$ cat config.mk
export PLATFORM = sky130hd
export DESIGN_NAME = pos_cell_reader
export DESIGN_NICKNAME = d
export VERILOG_FILES = /design/src/rtl/pos_cell_reader_pkg.sv /design/src/rtl/pos_cell_reader_fifo.sv /design/src/rtl/pos_cell_reader.sv
export SDC_FILE = /design/constraint.sdc
export NUM_CORES = 1
export LEC_CHECK = 0
export BUFFER_PORTS_ARGS = -buffer_cell sky130_fd_sc_hd__buf_2
export CAP_MARGIN = 30
export CORE_MARGIN = 4
export CORE_UTILIZATION = 43
export CTS_BUF_LIST = sky130_fd_sc_hd__clkbuf_4
export DETAILED_ROUTE_END_ITERATION = 12
export GPL_TIMING_DRIVEN = 0
export PLACE_DENSITY = 0.75
export SLEW_MARGIN = 20
export SYNTH_ARGS = -nofsm -noshare
export SYNTH_HDL_FRONTEND = slang
export SYNTH_SLANG_ARGS = --single-unit
$ cat constraint.sdc
create_clock -name clk -period 2.65 [get_ports clk]
set_input_delay 0.265 -clock clk [delete_from_list [all_inputs] [get_ports clk]]
set_output_delay 0.265 -clock clk [all_outputs]
set_load 0.01 [all_outputs]
$ cat src/rtl/pos_cell_reader_pkg.sv
// Shared types and constants for the cell position reader.
// Holds the reader FSM state enum, the output FIFO depth and the default
// widths used by pos_cell_reader and pos_cell_reader_fifo.
package md_pos_pkg;

  localparam int DEF_DATA_WIDTH   = 96;   // {posz, posy, posx}, 32 bits each
  localparam int DEF_ADDR_WIDTH   = 8;
  localparam int DEF_PARTICLE_NUM = 220;  // cell memory depth, word 0 = count

  localparam int FIFO_DEPTH = 4;
  localparam int FIFO_PTR_W = $clog2(FIFO_DEPTH);
  localparam int FIFO_CNT_W = $clog2(FIFO_DEPTH + 1);

  typedef enum logic [2:0] {
    IDLE,
    CNT_REQ,
    CNT_WAIT1,
    CNT_WAIT2,
    STREAM,
    DRAIN
  } rd_state_e;

endpackage

$ cat src/rtl/pos_cell_reader_fifo.sv
// 4-entry shift FIFO of {index, data} for the reader output.
// Entry 0 is the head and is read straight out of its registers, so the
// consumer sees registered out_* signals. A read shifts every entry down;
// a write lands in the first free slot after any shift.
// Ports:
//   clk, rst          clock, synchronous active-high reset
//   wr_en/index/data  push one returning memory word
//   rd_en             consumer accepts the head (ignored when empty)
//   head_index/data   current head contents
//   full, empty,count occupancy flags (count includes the head)
module pos_cell_reader_fifo
  import md_pos_pkg::*;
#(
  parameter int DATA_WIDTH = DEF_DATA_WIDTH,
  parameter int ADDR_WIDTH = DEF_ADDR_WIDTH
) (
  input  logic                  clk,
  input  logic                  rst,
  input  logic                  wr_en,
  input  logic [ADDR_WIDTH-1:0] wr_index,
  input  logic [DATA_WIDTH-1:0] wr_data,
  input  logic                  rd_en,
  output logic [ADDR_WIDTH-1:0] head_index,
  output logic [DATA_WIDTH-1:0] head_data,
  output logic                  full,
  output logic                  empty,
  output logic [FIFO_CNT_W-1:0] count
);

  logic [FIFO_DEPTH-1:0][DATA_WIDTH-1:0] ent_data, nxt_data;
  logic [FIFO_DEPTH-1:0][ADDR_WIDTH-1:0] ent_idx, nxt_idx;
  logic [FIFO_DEPTH-1:0]                 ent_vld, nxt_vld;
  logic [FIFO_CNT_W-1:0]                 cnt_q, nxt_cnt;
  logic [FIFO_PTR_W-1:0]                 wr_pos;
  logic                                  do_rd, do_wr;

  assign do_rd = rd_en & ent_vld[0];
  // A write into a full FIFO is only taken when the head leaves the same cycle.
  assign do_wr = wr_en & (~ent_vld[FIFO_DEPTH-1] | do_rd);
  assign wr_pos = do_rd ? FIFO_PTR_W'(cnt_q - FIFO_CNT_W'(1)) : FIFO_PTR_W'(cnt_q);

  always_comb begin
    nxt_data = ent_data;
    nxt_idx  = ent_idx;
    nxt_vld  = ent_vld;
    nxt_cnt  = cnt_q;
    if (do_rd) begin
      for (int i = 0; i < FIFO_DEPTH - 1; i++) begin
        nxt_data[i] = ent_data[i+1];
        nxt_idx[i]  = ent_idx[i+1];
        nxt_vld[i]  = ent_vld[i+1];
      end
      nxt_vld[FIFO_DEPTH-1] = 1'b0;
      nxt_cnt = nxt_cnt - FIFO_CNT_W'(1);
    end
    if (do_wr) begin
      nxt_data[wr_pos] = wr_data;
      nxt_idx[wr_pos]  = wr_index;
      nxt_vld[wr_pos]  = 1'b1;
      nxt_cnt = nxt_cnt + FIFO_CNT_W'(1);
    end
  end

  always_ff @(posedge clk) begin
    if (rst) begin
      ent_data <= '0;
      ent_idx  <= '0;
      ent_vld  <= '0;
      cnt_q    <= '0;
    end else begin
      ent_data <= nxt_data;
      ent_idx  <= nxt_idx;
      ent_vld  <= nxt_vld;
      cnt_q    <= nxt_cnt;
    end
  end

  assign head_index = ent_idx[0];
  assign head_data  = ent_data[0];
  assign empty      = ~ent_vld[0];
  assign full       = ent_vld[FIFO_DEPTH-1];
  assign count      = cnt_q;

endmodule

$ cat src/rtl/pos_cell_reader.sv
// Streams the particle positions of one cell out of a 2-cycle-latency
// cell memory. Word 0 holds the particle count, words 1..count hold
// {posz, posy, posx}. Each start reads the count, then issues ascending
// reads while the output FIFO has room for everything in flight, and
// presents the words on a valid/ready port tagged with their address.
// Ports:
//   clk, rst            clock, synchronous active-high reset
//   start, busy, done   request / activity / end-of-stream pulse
//   mem_*               cell memory port (read only; wren/data tied 0)
//   out_*               particle stream, transfer = out_valid & out_ready
//   particle_count      latched (clamped) count of the last cell
//   count_err           sticky: a count larger than PARTICLE_NUM-1 was seen
module pos_cell_reader
  import md_pos_pkg::*;
#(
  parameter int DATA_WIDTH   = DEF_DATA_WIDTH,
  parameter int ADDR_WIDTH   = DEF_ADDR_WIDTH,
  parameter int PARTICLE_NUM = DEF_PARTICLE_NUM
) (
  input  logic                  clk,
  input  logic                  rst,
  input  logic                  start,
  output logic                  busy,
  output logic                  done,
  output logic [ADDR_WIDTH-1:0] mem_address,
  output logic                  mem_rden,
  output logic                  mem_wren,
  output logic [DATA_WIDTH-1:0] mem_data,
  input  logic [DATA_WIDTH-1:0] mem_q,
  output logic                  out_valid,
  input  logic                  out_ready,
  output logic [DATA_WIDTH-1:0] out_data,
  output logic [ADDR_WIDTH-1:0] out_index,
  output logic                  out_last,
  output logic [ADDR_WIDTH-1:0] particle_count,
  output logic                  count_err
);

  localparam logic [ADDR_WIDTH-1:0] MAX_CNT = ADDR_WIDTH'(PARTICLE_NUM - 1);

  rd_state_e state, state_nxt;

  logic [ADDR_WIDTH-1:0]      raw_cnt, rd_addr, addr_q;
  logic                       over, cnt_zero, rd_issue, room, xfer;
  logic [1:0]                 vld_pipe;   // in-flight reads, [1] returns this cycle
  logic [1:0][ADDR_WIDTH-1:0] idx_pipe;
  logic                       fifo_full, fifo_empty;
  logic [FIFO_CNT_W-1:0]      fifo_cnt;

  assign raw_cnt  = mem_q[ADDR_WIDTH-1:0];
  assign over     = raw_cnt > MAX_CNT;
  assign cnt_zero = raw_cnt == '0;
  assign xfer     = out_valid & out_ready;

  // Credit check: every read already in flight owns a FIFO slot, so a new
  // read goes out only if FIFO + in-flight + this one fit in the FIFO.
  assign room = ~fifo_full &
                (({1'b0, fifo_cnt} + 4'(vld_pipe[0]) + 4'(vld_pipe[1])) < 4'(FIFO_DEPTH));

  // State register
  always_ff @(posedge clk) begin
    if (rst) state <= IDLE;
    else     state <= state_nxt;
  end

  // Next state
  always_comb begin
    state_nxt = state;
    case (state)
      IDLE:      if (start) state_nxt = CNT_REQ;
      CNT_REQ:   state_nxt = CNT_WAIT1;
      CNT_WAIT1: state_nxt = CNT_WAIT2;
      CNT_WAIT2: state_nxt = cnt_zero ? IDLE : STREAM;
      STREAM:    if (room && rd_addr == particle_count) state_nxt = DRAIN;
      DRAIN:     if (xfer && out_last) state_nxt = IDLE;
      default:   state_nxt = IDLE;
    endcase
  end

  // Outputs
  always_comb begin
    busy     = state != IDLE;
    rd_issue = 1'b0;
    case (state)
      CNT_REQ: rd_issue = 1'b1;
      STREAM:  rd_issue = room;
      default: rd_issue = 1'b0;
    endcase
  end

  // Address is held between reads so the memory bus only toggles on issue.
  assign mem_rden    = rd_issue;
  assign mem_address = (state == CNT_REQ) ? '0 : (rd_issue ? rd_addr : addr_q);
  assign mem_wren    = 1'b0;
  assign mem_data    = '0;

  always_ff @(posedge clk) begin
    if (rst) begin
      done           <= 1'b0;
      addr_q         <= '0;
      rd_addr        <= '0;
      vld_pipe       <= '0;
      idx_pipe       <= '0;
      particle_count <= '0;
      count_err      <= 1'b0;
    end else begin
      done     <= (state == CNT_WAIT2 && cnt_zero) || (state == DRAIN && xfer && out_last);
      vld_pipe <= {vld_pipe[0], rd_issue && state == STREAM};
      idx_pipe <= {idx_pipe[0], rd_addr};
      if (rd_issue) addr_q <= mem_address;
      if (state == CNT_WAIT2) begin
        particle_count <= over ? MAX_CNT : raw_cnt;
        count_err      <= count_err | over;
        rd_addr        <= ADDR_WIDTH'(1);
      end else if (state == STREAM && rd_issue) begin
        rd_addr <= rd_addr + ADDR_WIDTH'(1);
      end
    end
  end

  pos_cell_reader_fifo #(
    .DATA_WIDTH (DATA_WIDTH),
    .ADDR_WIDTH (ADDR_WIDTH)
  ) u_fifo (
    .clk        (clk),
    .rst        (rst),
    .wr_en      (vld_pipe[1]),
    .wr_index   (idx_pipe[1]),
    .wr_data    (mem_q),
    .rd_en      (out_ready),
    .head_index (out_index),
    .head_data  (out_data),
    .full       (fifo_full),
    .empty      (fifo_empty),
    .count      (fifo_cnt)
  );

  assign out_valid = ~fifo_empty;
  assign out_last  = (out_index == particle_count) & out_valid;

endmodule

==> run metrics, run 1 <==
status=finished, violations left; violations in the final reports=setup timing; combinational share of power=6.6%; number of slew-limit violations in the final report=0; die height=226 microns; post-detailed-route count of antenna-violating nets=0; initial core utilization=43.8%; fin crit share=104%; maximum clock frequency=0.363 GHz; count of input and output buffers=224; flip-flop and latch count after synthesis=470; first drt pass iteration count=5; worst setup margin=-0.106 ns; number of nets in the layout=3311; Post-synth EDFFs=0; normalized max-slew margin=36.6%; setup repair after global routing missed its margin=true; top cells by area, synth=sky130_fd_sc_hd__dfxtp_1, sky130_fd_sc_hd__nand2_1, sky130_fd_sc_hd__a311oi_1; clock transition at the registers of the reported paths=0.07 ns; CTS root buffer=sky130_fd_sc_hd__clkbuf_4; global-route wire length before repair=98.8 mm; Power Internal=0.0102 W; maximum number of pins on one net before global-route repair=16; Post-synth ARST share=0%; number of max-cap violations=0; clock share of power=41.0%; area of the die=0.0513 sq mm; register cell area after layout=0.00941 sq mm; Total Power=0.0136 W; crit path DAT=2.49 ns; ratio of total power to cell area=536 mW/mm^2; Inserted Clock Buffers=116; signed area change from the synthesized netlist to the final layout=24.0%; synthesis warning total=0; per-cell via count in the routed design=5.11; Top Ports=323; clock sink count=470; Net Sw Frac=25.5%; Longest Clk Path Bufs=3; data required time at the worst endpoint=2.38 ns; worst setup path category=flip-flop to primary output; clock tree from TritonCTS=done; Main synth FF type=sky130_fd_sc_hd__dfxtp_1; total of endpoints with negative setup slack in the final report=9; 1st-iter DRT viols=1683; post-synth top area share=45.9%; class of the most critical hold timing path=primary input to flip-flop; total wire length after detailed routing=63.9 mm; most common cell in the synthesized netlist=sky130_fd_sc_hd__nand2_1; core area=0.0469 sq mm; number of library cell types mapped by synthesis=36; antenna violations before repair=10; fillers=4510; # DRC=0; library cell occupying the most area in the post-synthesis netlist=sky130_fd_sc_hd__dfxtp_1; element type at the critical path end=primary output; area of combinational cells with multiple inputs=0.00917 sq mm; global routing usage summed across all routing layers=23.8%; placed wire-length estimate after detailed placement=46.0 mm; horizontal extent of the die=226 microns; post-synthesis sequential area ratio=45.9%; setup_tns=-0.677 ns; switching power total=0.00348 W; vias in the first global route=19.0k; largest voltage drop on the vdd net=0.304 mV; summed instance area of the synthesized netlist=0.0205 sq mm; CTS H-tree lvls=3; ratio of cells with drive above 1 in the final layout=21.1%; Tightest Pin Transition=0.952 ns; grt total ovfl=0; Mapped Avg Cell Area=7.72 sq um; floorplan row count=79; Mapped Cells=2656; Post-Route Skew=0.0537 ns; Max FO, Critical Path=7; global placement routability congestion=0.875; worst slack at placement=-1.21 ns; clk_lat worst skew=0.84 ns; sequential power share=52.4%; vias=19.9k; leakage dissipation=9.95 nW; critical path startpoint category=flip-flop; Final Critical Period=2.76 ns; count of endpoints failing hold in the final timing report=0; detailed-route wire length per cell=16.4 microns; top cells by count, synth=sky130_fd_sc_hd__nand2_1, sky130_fd_sc_hd__dfxtp_1, sky130_fd_sc_hd__nor2_1
[cell usage in the layout, fill, tap and decap left out, types with 14 or more instances in the layout]
cell type / instances
sky130_fd_sc_hd__nand2_1: 865
sky130_fd_sc_hd__dfxtp_1: 466
sky130_fd_sc_hd__nor2_1: 334
sky130_fd_sc_hd__a311oi_1: 312
sky130_fd_sc_hd__buf_2: 228
sky130_fd_sc_hd__buf_4: 212
sky130_fd_sc_hd__clkbuf_4: 163
sky130_fd_sc_hd__clkbuf_1: 155
sky130_fd_sc_hd__a21oi_1: 115
sky130_fd_sc_hd__dlygate4sd3_1: 98
sky130_fd_sc_hd__conb_1: 97
sky130_fd_sc_hd__clkbuf_2: 34
sky130_fd_sc_hd__clkinv_1: 28
sky130_fd_sc_hd__nor2b_1: 27
sky130_fd_sc_hd__buf_6: 16
sky130_fd_sc_hd__nand2_2: 14
sky130_fd_sc_hd__xor2_1: 14
[routing by layer]
metal  part of all wire (%)  up-vias  track usage [%]
met5                  0.042        -                0
met4                    3.4        4             11.4
met3                    7.5      127             4.62
met2                     47      752             38.8
met1                     42     9157             30.4
li1                       -     9871                -
[logic make-up after synthesis]
logic type | Yosys count | share of synthesized area [%]
AOI/OAI and AO/OA | 442 | 16.7
xor gates and xnor gates | 27 | 1.15
adders and majority gates | 7 | 0.427
buffers and inverters | 428 | 11.6
DFF | 470 | 45.9
other | 1 | 0.0183
and+or+nand+nor | 1281 | 24.2
[stage by stage]
step / utilization [%] / instances / cell area [sq um] / hold slack (ns)
global placement: 48.6 / 3583 / 22800 / 0.416
CTS: 54.0 / 3885 / 25300 / 0.162
detailed placement: 48.7 / 3589 / 22800 / 0.431
finish: 54.3 / 3896 / 25400 / 0.239
global route: 54.3 / 3894 / 25400 / 0.224
floorplan: - / 2752 / 20900 / 0.401
[worst max-delay path: stages (launching register included)]
cell	delay [ns]
sky130_fd_sc_hd__dfxtp_2	0.34
sky130_fd_sc_hd__ha_4	0.23
sky130_fd_sc_hd__a21o_4	0.22
sky130_fd_sc_hd__a2111oi_4	0.36
sky130_fd_sc_hd__buf_4	0.23
sky130_fd_sc_hd__nand2_1	0.09
sky130_fd_sc_hd__nand2_2	0.09
sky130_fd_sc_hd__buf_6	0.10
[final timing paths]
kind / from / to / slack, ns / cells past startpoint
max reg2reg: u_fifo.count[0] / u_fifo.head_data[93] / 0.10 / 11
min: rst / vld_pipe[1] / 0.24 / 3
min reg2reg: u_fifo.ent_data[383] / u_fifo.ent_data[287] / 0.44 / 2
max: u_fifo.count[0] / mem_address[3] / -0.11 / 7
[what timing repair did]
action                                  CTS  global route
pin swaps                                 6             7
hold buffers                             98             0
buffers inserted                          6             2
endpoints found under the hold margin   397             0
endpoints found under the setup margin  430           304
gates cloned                              1             0
resized for setup                        52            69
[power by group through the flow]
stage	registers, W	logic, W	clock network, W
after floorplan	0.00728	0.000448	0
after global placement	0.00729	0.000756	0
after detailed placement	0.00729	0.000760	0
after CTS	0.00713	0.000892	0.00567
after global routing	0.00714	0.000973	0.00607
final	0.00714	0.000899	0.00559
[cell type report]
class	instances	share of cell area, %
clock buffer	153	4.52
buffer	418	9.58
clock inverter	40	0.669
multi-input combinational	1855	36.0
antenna	10	0.0984
inverter	6	0.0885
sequential	470	37.0
tap	607	2.99
timing repair buffer	337	9.01
[sequential cells by signal (all words and copies together) (netlist names)]
name               count
u_fifo.ent_vld         4
u_fifo.count           3
addr_q                 8
rd_addr                8
u_fifo.ent_data      288
count_err              1
idx_pipe              16
state                  3
particle_count         8
u_fifo.head_index      8
u_fifo.head_data      96
done                   1
u_fifo.ent_idx        24
vld_pipe               2
No activity file was read; power rests on OpenSTA's default activity.
==> run 2, diff against run 1 <==
Settings changed: CORE_UTILIZATION 43 to 55, PLACE_DENSITY 0.75 to 0.9.
==> run metrics, run 2 (same netlist as run 1, synthesis figures left out) <==
Total Power=0.0139 W (was 0.0136 W); switching power total=0.00352 W (was 0.00348 W); floorplan row count=70 (was 79); clock tree from TritonCTS=done (unchanged); Endpoint, Worst Hold=vld_pipe[1] (unchanged); global-route wire length before repair=103 mm (was 98.8 mm); number of max-cap violations=0 (unchanged); Final Critical Period=2.80 ns (was 2.76 ns); horizontal extent of the die=201 microns (was 226 microns); min-delay src=rst (unchanged); ratio of cells with drive above 1 in the final layout=21.5% (was 21.1%); setup_tns=-1.05 ns (was -0.677 ns); r2r startpoint=u_fifo.count[0] (unchanged); post-detailed-route count of antenna-violating nets=0 (unchanged); leakage dissipation=10.0 nW (was 9.95 nW); clock share of power=41.9% (was 41.0%); sequential power share=51.5% (was 52.4%); maximum number of pins on one net before global-route repair=16 (unchanged); Inserted Clock Buffers=112 (was 116); count of input and output buffers=224 (unchanged); crit path DAT=2.54 ns (was 2.49 ns); worst slack at placement=-1.17 ns (was -1.21 ns); utilization after layout=69.0% (was 54.3%); leading cell type in the layout, fill and taps excluded=sky130_fd_sc_hd__nand2_1 (unchanged); vias=21.4k (was 19.9k); 1st-iter DRT viols=2356 (was 1683); grt total ovfl=0 (unchanged); Max FO, Critical Path=4 (was 7); setup repair after global routing missed its margin=true (unchanged); global placement routability congestion=0.903 (was 0.875); Tightest Pin Transition=0.830 ns (was 0.952 ns); clock transition at the registers of the reported paths=0.07 ns (about the same); element type at the critical path end=primary output (unchanged); number of flip-flops under the largest register name=288 (unchanged); CTS H-tree lvls=3 (unchanged); final worst hold slack=0.115 ns (was 0.239 ns); placed wire-length estimate after detailed placement=44.4 mm (was 46.0 mm); fin crit share=106% (was 104%); Top Ports=323 (unchanged); core area=0.0367 sq mm (was 0.0469 sq mm); detailed-route wire length per cell=17.4 microns (was 16.4 microns); count of endpoints failing hold in the final timing report=0 (unchanged); Net Sw Frac=25.4% (was 25.5%); Longest Clk Path Bufs=3 (unchanged); ratio of total power to cell area=548 mW/mm^2 (was 536 mW/mm^2); worst reg2reg setup slack=0.07 ns (was 0.10 ns); antenna violations before repair=5 (was 10); Post-Route Skew=0.0503 ns (was 0.0537 ns); Power Internal=0.0103 W (was 0.0102 W); total wire length after detailed routing=65.3 mm (was 63.9 mm); per-cell via count in the routed design=5.70 (was 5.11); status=finished, violations left (unchanged); worst hold path cell count=3 (unchanged); number of slew-limit violations in the final report=0 (unchanged); signed area change from the synthesized netlist to the final layout=23.4% (was 24.0%); clock sink count=470 (unchanged); worst-case reg-to-reg path depth=13 (was 11); class of the most critical hold timing path=primary input to flip-flop (unchanged); clk_lat worst skew=0.82 ns (was 0.84 ns); normalized max-slew margin=44.7% (was 36.6%); largest voltage drop on the vdd net=0.366 mV (was 0.304 mV); total of endpoints with negative setup slack in the final report=9 (unchanged); die height=201 microns (was 226 microns); worst reg2reg path endpoint=u_fifo.head_data[90] (was u_fifo.head_data[93]); worst setup path category=flip-flop to primary output (unchanged); CTS root buffer=sky130_fd_sc_hd__clkbuf_4 (unchanged); worst setup margin=-0.152 ns (was -0.106 ns); initial core utilization=55.9% (was 43.8%); critical path startpoint category=flip-flop (unchanged); maximum clock frequency=0.357 GHz (was 0.363 GHz); violations in the final reports=setup timing (unchanged); area of the die=0.0405 sq mm (was 0.0513 sq mm); number of nets in the layout=3302 (was 3311); Top reg by flops=u_fifo.ent_data (unchanged); combinational share of power=6.6% (about the same); most used cells in the layout excluding fill and tap cells=sky130_fd_sc_hd__nand2_1, sky130_fd_sc_hd__dfxtp_1, sky130_fd_sc_hd__nor2_1, sky130_fd_sc_hd__a311oi_1, sky130_fd_sc_hd__buf_2 (unchanged); global routing usage summed across all routing layers=30.4% (was 23.8%); # DRC=0 (unchanged); vias in the first global route=21.0k (was 19.0k); data required time at the worst endpoint=2.38 ns (about the same); first drt pass iteration count=8 (was 5)
## run 2: cell types whose count changed in the layout (fill, tap and decap cells not counted), sizes merged
cell / delta
bufinv: +1
clkbuf: +2
clkinv: -2
clkinvlp: -1
diode: -7
inv: -2
## run 2: routing by layer
metal | up-vias | routed length (microns) | global-route usage, %
met3 | 312 | 6230 | 6.58
li1 | 9836 | - | -
met2 | 1320 | 30900 | 51.5
met4 | 2 | 3180 | 15.0
met5 | - | 9 | 0
met1 | 9892 | 25000 | 36.7
## run 2: power groups by stage
stage	combinational (W)	sequential, W	clock [W]
floorplan	0.000448	0.00728	0
global placement	0.000736	0.00729	0
detailed placement	0.000753	0.00729	0
CTS	0.000882	0.00713	0.00580
global route	0.000972	0.00714	0.00623
finish	0.000914	0.00714	0.00582
## run 2: how the worst max path moves through the flow
stage / startpoint / endpoint / slack, ns / cells after the start
global route: u_fifo.count[0] / mem_address[4] / -0.22 / 7
detailed placement: u_fifo.ent_vld[0] / u_fifo.ent_vld[1] / -1.17 / 10
CTS: u_fifo.count[0] / mem_address[7] / -0.18 / 7
finish: u_fifo.count[0] / mem_address[6] / -0.15 / 7
global placement: u_fifo.ent_vld[0] / u_fifo.head_data[89] / -1.06 / 9
floorplan: u_fifo.ent_vld[0] / u_fifo.ent_data[182] / 0.26 / 10
## run 2: timing repair
item	in CTS	in global routing
buffers inserted	5	1
pin swaps	6	13
hold buffers	98	0
hold endpoints to repair	396	0
resized for setup	66	89
endpoints found under the setup margin	430	356
cloned	1	0
## run 2: final cells by class
cell class | count | area, sq um
fill | 2743 | 11400
sequential | 470 | 9420
multi-input combinational | 1855 | 9190
buffer | 417 | 2460
timing repair buffer | 333 | 2260
clock buffer | 160 | 1200
tap | 468 | 586
clock inverter | 36 | 175
inverter | 6 | 22.5
antenna | 3 | 7.51
## run 2: worst max-delay path, cell delays in order (launching register included)
cell and delay (ns):
sky130_fd_sc_hd__dfxtp_2 0.34, sky130_fd_sc_hd__ha_4 0.23, sky130_fd_sc_hd__a21o_4 0.23, sky130_fd_sc_hd__a2111oi_4 0.41
sky130_fd_sc_hd__buf_4 0.22, sky130_fd_sc_hd__nand2_2 0.06, sky130_fd_sc_hd__nand2_2 0.10, sky130_fd_sc_hd__buf_6 0.11
## run 2: metrics by stage
stage | instance area, sq um | std cells
after CTS | 25200 | 3746
after floorplan | 20900 | 2752
final | 25300 | 3748
after detailed placement | 22600 | 3448
after global placement | 22600 | 3444
after global routing | 25300 | 3748
==> run 3, diff against run 2 <==
Settings changed: TNS_END_PERCENT set to 50.
==> run metrics, run 3 (same netlist as run 1, synthesis figures left out) <==
Power Internal=0.0103 W (about the same); global placement routability congestion=0.903 (unchanged); total wire length after detailed routing=65.5 mm (was 65.3 mm); total of endpoints with negative setup slack in the final report=9 (unchanged); per-cell via count in the routed design=5.73 (was 5.70); utilization after layout=69.1% (was 69.0%); Tightest Pin Transition=0.868 ns (was 0.830 ns); r2r startpoint=u_fifo.count[0] (unchanged); violations in the final reports=setup timing (unchanged); clk_lat worst skew=0.81 ns (was 0.82 ns); crit path DAT=2.50 ns (was 2.54 ns); Net Sw Frac=25.4% (about the same); sequential power share=51.5% (about the same); normalized max-slew margin=42.1% (was 44.7%); horizontal extent of the die=201 microns (unchanged); leading cell type in the layout, fill and taps excluded=sky130_fd_sc_hd__nand2_1 (unchanged); setup repair after global routing missed its margin=true (unchanged); count of input and output buffers=224 (unchanged); switching power total=0.00353 W (was 0.00352 W); clock sink count=470 (unchanged); area of the die=0.0405 sq mm (unchanged); element type at the critical path end=primary output (unchanged); critical path startpoint category=flip-flop (unchanged); Max FO, Critical Path=4 (unchanged); maximum clock frequency=0.362 GHz (was 0.357 GHz); Top Ports=323 (unchanged); clock transition at the registers of the reported paths=0.07 ns (about the same); placed wire-length estimate after detailed placement=44.4 mm (unchanged); fin crit share=104% (was 106%); number of flip-flops under the largest register name=288 (unchanged); Total Power=0.0139 W (about the same); signed area change from the synthesized netlist to the final layout=23.6% (was 23.4%); class of the most critical hold timing path=primary input to flip-flop (unchanged); origin of the worst setup path=u_fifo.count[0] (unchanged); initial core utilization=55.9% (unchanged); leakage dissipation=10.0 nW (about the same); clock tree from TritonCTS=done (unchanged); Inserted Clock Buffers=112 (unchanged); core area=0.0367 sq mm (unchanged); grt total ovfl=0 (unchanged); data required time at the worst endpoint=2.38 ns (about the same); 1st-iter DRT viols=2438 (was 2356); count of endpoints failing hold in the final timing report=0 (unchanged); number of slew-limit violations in the final report=0 (unchanged); min-delay src=rst (unchanged); detailed-route wire length per cell=17.5 microns (was 17.4 microns); most used cells in the layout excluding fill and tap cells=sky130_fd_sc_hd__nand2_1, sky130_fd_sc_hd__dfxtp_1, sky130_fd_sc_hd__nor2_1, sky130_fd_sc_hd__a311oi_1, sky130_fd_sc_hd__buf_2 (unchanged); antenna violations before repair=5 (unchanged); vias=21.5k (was 21.4k); CTS root buffer=sky130_fd_sc_hd__clkbuf_4 (unchanged); CTS H-tree lvls=3 (unchanged); number of nets in the layout=3304 (was 3302); first drt pass iteration count=7 (was 8); largest voltage drop on the vdd net=0.363 mV (was 0.366 mV); combinational share of power=6.6% (about the same); clock share of power=41.9% (about the same); status=finished, violations left (unchanged); worst setup path category=flip-flop to primary output (unchanged); ratio of cells with drive above 1 in the final layout=21.6% (was 21.5%); post-detailed-route count of antenna-violating nets=0 (unchanged); Post-Route Skew=0.0501 ns (was 0.0503 ns); global-route wire length before repair=103 mm (unchanged); floorplan row count=70 (unchanged); Longest Clk Path Bufs=3 (unchanged); global routing usage summed across all routing layers=30.4% (about the same); # DRC=0 (unchanged); ratio of total power to cell area=547 mW/mm^2 (was 548 mW/mm^2); vias in the first global route=21.0k (about the same); Final Critical Period=2.76 ns (was 2.80 ns); die height=201 microns (unchanged); worst setup margin=-0.113 ns (was -0.152 ns); maximum number of pins on one net before global-route repair=16 (unchanged); number of max-cap violations=0 (unchanged); Top reg by flops=u_fifo.ent_data (unchanged)
-- run 3: area by class of cell --
class | instances | area (sq um)
Sequential cell | 470 | 9420
Antenna cell | 4 | 10.0
Timing Repair Buffer | 335 | 2280
Inverter | 6 | 22.5
Tap cell | 468 | 586
Clock inverter | 36 | 175
Clock buffer | 160 | 1200
Multi-Input combinational cell | 1855 | 9200
Fill cell | 2742 | 11400
Buffer | 417 | 2460
-- run 3: critical path, cell delays in order, from the launching register on --
cell and delay, ns:
sky130_fd_sc_hd__dfxtp_2 0.34, sky130_fd_sc_hd__ha_4 0.23, sky130_fd_sc_hd__a21o_4 0.23, sky130_fd_sc_hd__a2111oi_4 0.38, sky130_fd_sc_hd__buf_4 0.21, sky130_fd_sc_hd__nand2_2 0.06
sky130_fd_sc_hd__nand2_2 0.11, sky130_fd_sc_hd__buf_6 0.11
-- run 3: layer usage --
metal | global-route usage, % | vias up | part of all wire (%)
li1 | - | 9854 | -
met1 | 36.9 | 9979 | 38
met2 | 51.5 | 1355 | 47
met3 | 6.40 | 290 | 9.7
met4 | 15.0 | 0 | 4.8
met5 | 0 | - | 0
-- run 3: power by group through the flow --
stage | Sequential (W) | Clock (W) | Combinational (W)
floorplan | 0.00728 | 0 | 0.000448
global placement | 0.00729 | 0 | 0.000736
detailed placement | 0.00729 | 0 | 0.000753
CTS | 0.00713 | 0.00580 | 0.000882
global route | 0.00714 | 0.00623 | 0.000976
finish | 0.00714 | 0.00582 | 0.000919
-- run 3: through the flow --
stage	instance area [sq um]	instances	TNS (ns)	worst slack, ns	hold WS (ns)
2_1_floorplan	20900	2752	0	0.258	0.401
3_3_place_gp	22600	3444	-254.30	-1.06	0.416
3_5_place_dp	22600	3448	-251.33	-1.17	0.428
4_1_cts	25200	3746	-1.39	-0.182	0.0959
5_1_grt	25300	3750	-1.64	-0.234	0.130
6_report	25300	3751	-0.807	-0.113	0.133
-- run 3: final timing paths --
check	end	slack [ns]	cells past startpoint
hold / removal	vld_pipe[1]	0.13	3
hold reg to reg	idx_pipe[10]	0.44	1
setup / recovery	mem_address[6]	-0.11	7
setup reg to reg	u_fifo.head_data[90]	0.08	13
-- run 3: timing repair --
item / CTS / global route
resized for setup: 62 / 93
buffers inserted: 5 / 3
hold buffers: 98 / 0
hold endpoints to repair: 396 / 0
endpoints found under the setup margin: 430 / 356
pin swaps: 4 / 11
gates cloned: 1 / 0
